==> src/rtl/serial_adder_pkg.sv <==
// Shared definitions for the bit-serial adder: FSM state encoding and width.
package serial_adder_pkg;

    localparam int ST_W = 2;

    typedef enum logic [ST_W-1:0] {
        IDLE = 2'b00,
        BUSY = 2'b01,
        DONE = 2'b10
    } state_t;

endpackage

==> src/rtl/serial_adder_full_adder.sv <==
// 1-bit adder cells: a half adder and a full adder composed of two of them.
module half_adder (
    input  logic a,
    input  logic b,
    output logic s,
    output logic c
);

    // Sum and carry of two bits.
    always_comb begin
        s = a ^ b;
        c = a & b;
    end

endmodule

module full_adder (
    input  logic a,
    input  logic b,
    input  logic cin,
    output logic s,
    output logic cout
);

    logic s0;
    logic c0;
    logic c1;

    half_adder u_ha0 (
        .a (a),
        .b (b),
        .s (s0),
        .c (c0)
    );

    half_adder u_ha1 (
        .a (s0),
        .b (cin),
        .s (s),
        .c (c1)
    );

    // Either half adder may generate the carry, never both at once.
    always_comb begin
        cout = c0 | c1;
    end

endmodule

==> src/rtl/serial_adder.sv <==
// Bit-serial adder: adds two WIDTH-bit operands LSB-first, one bit per clock.
//
// state | meaning
// ------+-------------------------------------------------------------
// IDLE  | waiting for operands; in_ready high (after reset release)
// BUSY  | one operand bit pair added per cycle, carry kept in a flop
// DONE  | sum/cout presented with out_valid until out_ready
module serial_adder
    import serial_adder_pkg::*;
#(
    parameter int WIDTH = 8
) (
    input  logic             clk,
    input  logic             rst_n,
    input  logic             in_valid,
    output logic             in_ready,
    input  logic [WIDTH-1:0] a,
    input  logic [WIDTH-1:0] b,
    input  logic             cin,
    output logic             out_valid,
    input  logic             out_ready,
    output logic [WIDTH-1:0] sum,
    output logic             cout,
    output logic             busy
);

    localparam int              CNT_W    = (WIDTH > 1) ? $clog2(WIDTH) : 1;
    localparam logic [CNT_W-1:0] CNT_LAST = CNT_W'(WIDTH - 1);

    state_t           state;
    logic [WIDTH-1:0] a_sr;
    logic [WIDTH-1:0] b_sr;
    logic [WIDTH-1:0] sum_sr;
    logic [WIDTH-1:0] sum_nx;
    logic             carry;
    logic [CNT_W-1:0] cnt;
    logic             fa_s;
    logic             fa_c;

    full_adder u_fa (
        .a    (a_sr[0]),
        .b    (b_sr[0]),
        .cin  (carry),
        .s    (fa_s),
        .cout (fa_c)
    );

    // Next sum shift value: new bit enters at the MSB (also correct for WIDTH=1).
    always_comb begin
        sum_nx            = sum_sr >> 1;
        sum_nx[WIDTH-1]   = fa_s;
    end

    // FSM with registered handshake outputs, shift registers, counter and carry flop.
    always_ff @(posedge clk or negedge rst_n) begin
        if (!rst_n) begin
            state     <= IDLE;
            in_ready  <= 1'b0;
            busy      <= 1'b0;
            out_valid <= 1'b0;
            sum       <= '0;
            cout      <= 1'b0;
            carry     <= 1'b0;
            cnt       <= '0;
            a_sr      <= '0;
            b_sr      <= '0;
            sum_sr    <= '0;
        end else begin
            case (state)
                IDLE: begin
                    if (in_valid && in_ready) begin
                        a_sr     <= a;
                        b_sr     <= b;
                        carry    <= cin;
                        cnt      <= '0;
                        state    <= BUSY;
                        in_ready <= 1'b0;
                        busy     <= 1'b1;
                    end else begin
                        in_ready <= 1'b1;
                    end
                end
                BUSY: begin
                    a_sr   <= a_sr >> 1;
                    b_sr   <= b_sr >> 1;
                    sum_sr <= sum_nx;
                    carry  <= fa_c;
                    cnt    <= cnt + 1'b1;
                    if (cnt == CNT_LAST) begin
                        state     <= DONE;
                        busy      <= 1'b0;
                        out_valid <= 1'b1;
                        sum       <= sum_nx;
                        cout      <= fa_c;
                    end
                end
                DONE: begin
                    if (out_ready) begin
                        state     <= IDLE;
                        out_valid <= 1'b0;
                        in_ready  <= 1'b1;
                    end
                end
                default: begin
                    state     <= IDLE;
                    in_ready  <= 1'b0;
                    busy      <= 1'b0;
                    out_valid <= 1'b0;
                end
            endcase
        end
    end

endmodule
==> config.mk <==
export PLATFORM = sky130hd
export DESIGN_NAME = serial_adder
export DESIGN_NICKNAME = d
export VERILOG_FILES = /design/src/rtl/serial_adder_pkg.sv /design/src/rtl/serial_adder_full_adder.sv /design/src/rtl/serial_adder.sv
export SDC_FILE = /design/constraint.sdc
export NUM_CORES = 1
export LEC_CHECK = 0
export ABC_AREA = 1
export BUFFER_PORTS_ARGS = -buffer_cell sky130_fd_sc_hd__buf_2
export CAP_MARGIN = 20
export CORE_ASPECT_RATIO = 0.7
export CORE_MARGIN = 2
export CORE_UTILIZATION = 45
export DETAILED_ROUTE_END_ITERATION = 8
export PLACE_DENSITY_LB_ADDON = 0.2
export SLEW_MARGIN = 20
export SYNTH_ARGS = -nofsm -noshare
export SYNTH_HDL_FRONTEND = slang
export SYNTH_HIERARCHICAL = 1
export SYNTH_SLANG_ARGS = --single-unit
export TNS_END_PERCENT = 20
==> constraint.sdc <==
create_clock -name clk -period 1.58 [get_ports clk]
set_input_delay 0.237 -clock clk [delete_from_list [all_inputs] [get_ports clk]]
set_output_delay 0.237 -clock clk [all_outputs]
set_load 0.005 [all_outputs]
==> metrics.yaml <==
p_total_mw: 4.108
drc: 0
gr-usage-all-layers_pct: 16.28
clock_latency_ps: 280
netlist_area_mm2: 0.001871
fp.dieArea_mm2: 0.004697
row_count: 19
powerDensity_mw_per_mm2: 1923
antenna_cells: 0
io_buffers: 32
tightest_slew_ps: 508.3
final_cell_mix: "nand2_1, dfrtp_1, buf_2"
area_delta_synth_final_pct: 14.18
fillers: 395
gp_congestion: 0.7575
die_height_um: 57.94
leakagePower_nw: 1.191
multi_input_area_um2: 703.2
hp-class: "primary input to asynchronous set/reset pin"
endpoint_kind: "flop"
rsz0062_at_grt: "false"
grt.met1_usage_pct: 24.10
period_needed_ps: 1394
gr-total-overflow: 0
p_switching_mw: 1.650
routedWlPerCell_um: 10.72
post-route-period-util_pct: 88.21
vias: 1451
wl_mm: 3.345
met2_usage_pct: 23.26
fin_area_mm2: 0.002136
cts.sinks: 41
grt_max_degree: 42
post-cts-setup-buffers: 0
critical_path.slowest_cell: "dfrtp_1"
initialDrtViolationCount: 71
io_pins: 33
synth.distinct_cells: 17
status: "finished clean"
syn_area_per_cell_um2: 8.277
cts_made_buffers: 5
cpMostUsedCell: "ha_1"
netlist_instances: 226
dieWidth_um: 81.06
postPlaceCellArea_mm2: 0.002056
clkPwrFrac_pct: 15.6
power_frac_comb_pct: 41.6
ys_warn_count: 6
firstDrtPassIters: 4
cts.reportedPaths.clkPinSlew_ps: 70
seq_power_share_pct: 42.8
busiest_layer: "met1"
crit_fanout: 18
synth_seq_cells: 41
grtUsageMet3_pct: 4.673
final_layout_size_suffix_gt1_share_pct: 18.46
cpLargestDelayFamily: "flip-flops"
required_ps: 1790
swShare_pct: 40.17
crit_buf_inv: 2
seq_area_mm2: 0.001026
grt_pass1_vias: 1291
postCtsHoldBufs: 0
fin_nets: 284
synthesis.nets: 251
grt_pass1_wl_mm: 5.823
p_int_mw: 2.458
drv_cap: 0
coreArea_mm2: 0.003946
maxSlewHeadroom_pct: 66.11
stdcell_count: 312
fin_skew_ps: 7.810
vias_per_cell: 4.651
startpoint_type: "flop"
cpPeakStageDelay_ps: 400
max_freq_mhz: 717.5
clock-root-buffer: "clkbuf_8"
place_inst: 304
cp.arrival_ps: 1600
worstSetupPathType: "flop to flop"
path_cells: "ha_1 -> ha_1 -> inv_1 -> nor2_2 -> inv_2 -> nand2_1 -> o21ai_1"
cts-resized-gates: 0
ys_seq_area_share_pct: 54.85
setup_viol: 0
peakVddDrop_uv: 857.5
antenna_found_initial: 0
dp_hpwl_mm: 2.269
detail-route-antenna-nets: 0
final_common_cell: "nand2_1"
htreeDepth: 2
tns_ps: 0
hold_violations: 0
clock_path_buffers: 2
slew_viol_final: 0
cts_tree: "done"
start_util_pct: 47.40
-- synthesized netlist by cell type (all sizes together) --
| cell type | n | share of area, % |
|---|---|---|
| nand2 | 106 | 22 |
| nand3 | 19 | 5.4 |
| a21oi | 1 | 0.27 |
| inv | 19 | 3.8 |
| dfrtp | 41 | 55 |
| buf | 10 | 3.7 |
| ha | 4 | 2.7 |
| o21ai | 22 | 5.9 |
| nor2 | 4 | 1.3 |
-- state kept, by name, indices dropped and copies added, names as in the netlist --
register,flops
cout,1
out_valid,1
sum_sr,7
cnt,3
a_sr,8
busy,1
state,2
in_ready,1
sum,8
b_sr,8
carry,1
-- metal layers --
layer  wire [um]  vias to the layer above
met2        1410                       30
met5           0                        -
met3         177                        4
met4          25                        0
met1        1732                      650
li1            -                      767
-- power groups by stage --
stage	clock network (mW)	logic [mW]	registers (mW)
floorplan	0	1.33	1.75
global placement	0	1.72	1.76
detailed placement	0	1.73	1.78
CTS	0.668	1.73	1.76
global route	0.728	2.01	1.82
finish	0.641	1.71	1.76
-- final timing paths --
check / depth (start not counted) / slack (ps) / from / endpoint
worst min register to register: 2 / 480 / sum[0] / sum[0]
worst min-delay path: 2 / 5 / rst_n / sum[4]
min in group clk: 3 / 160 / b[7] / b_sr[7]
worst max-delay path: 7 / 190 / cnt[0] / sum[3]
worst max register to register: 7 / 190 / cnt[0] / sum[3]
max in group asynchronous: 2 / 1220 / rst_n / state[1]
-- kinds of logic (layout without fill, tap and decap cells) --
kind of cell	after synthesis	in the layout	synth area share [%]
DFF	41	41	54.85
and+or+nand+nor	129	129	28.76
buffers and inverters	29	63	7.558
AOI/OAI and AO/OA	23	23	6.153
adders and majority gates	4	4	2.676
-- area by class of cell --
cell class / count / area share [%]
Clock buffer: 8 / 3.749
Inverter: 19 / 3.339
Multi-Input combinational cell: 156 / 32.92
Sequential cell: 41 / 48.04
Tap cell: 52 / 3.046
Timing Repair Buffer: 36 / 8.904
-- per-stage QoR --
step	setup slack (ps)	hold slack, ps	util, %
finish	186.3	5.393	54.12
floorplan	319.9	-58.59	-
CTS	164.7	23.66	54.12
global placement	173.1	339.0	52.09
global route	32.78	50.22	54.12
detailed placement	182.0	333.6	52.09
-- worst reg2reg max path, cell delays in order (launching register included) --
cell and delay (ps):
dfrtp_1 400, ha_1 210, ha_1 170, inv_1 80, nor2_2 60, inv_2 230, nand2_1 90, o21ai_1 80
Power figures use the tool's default switching activity.
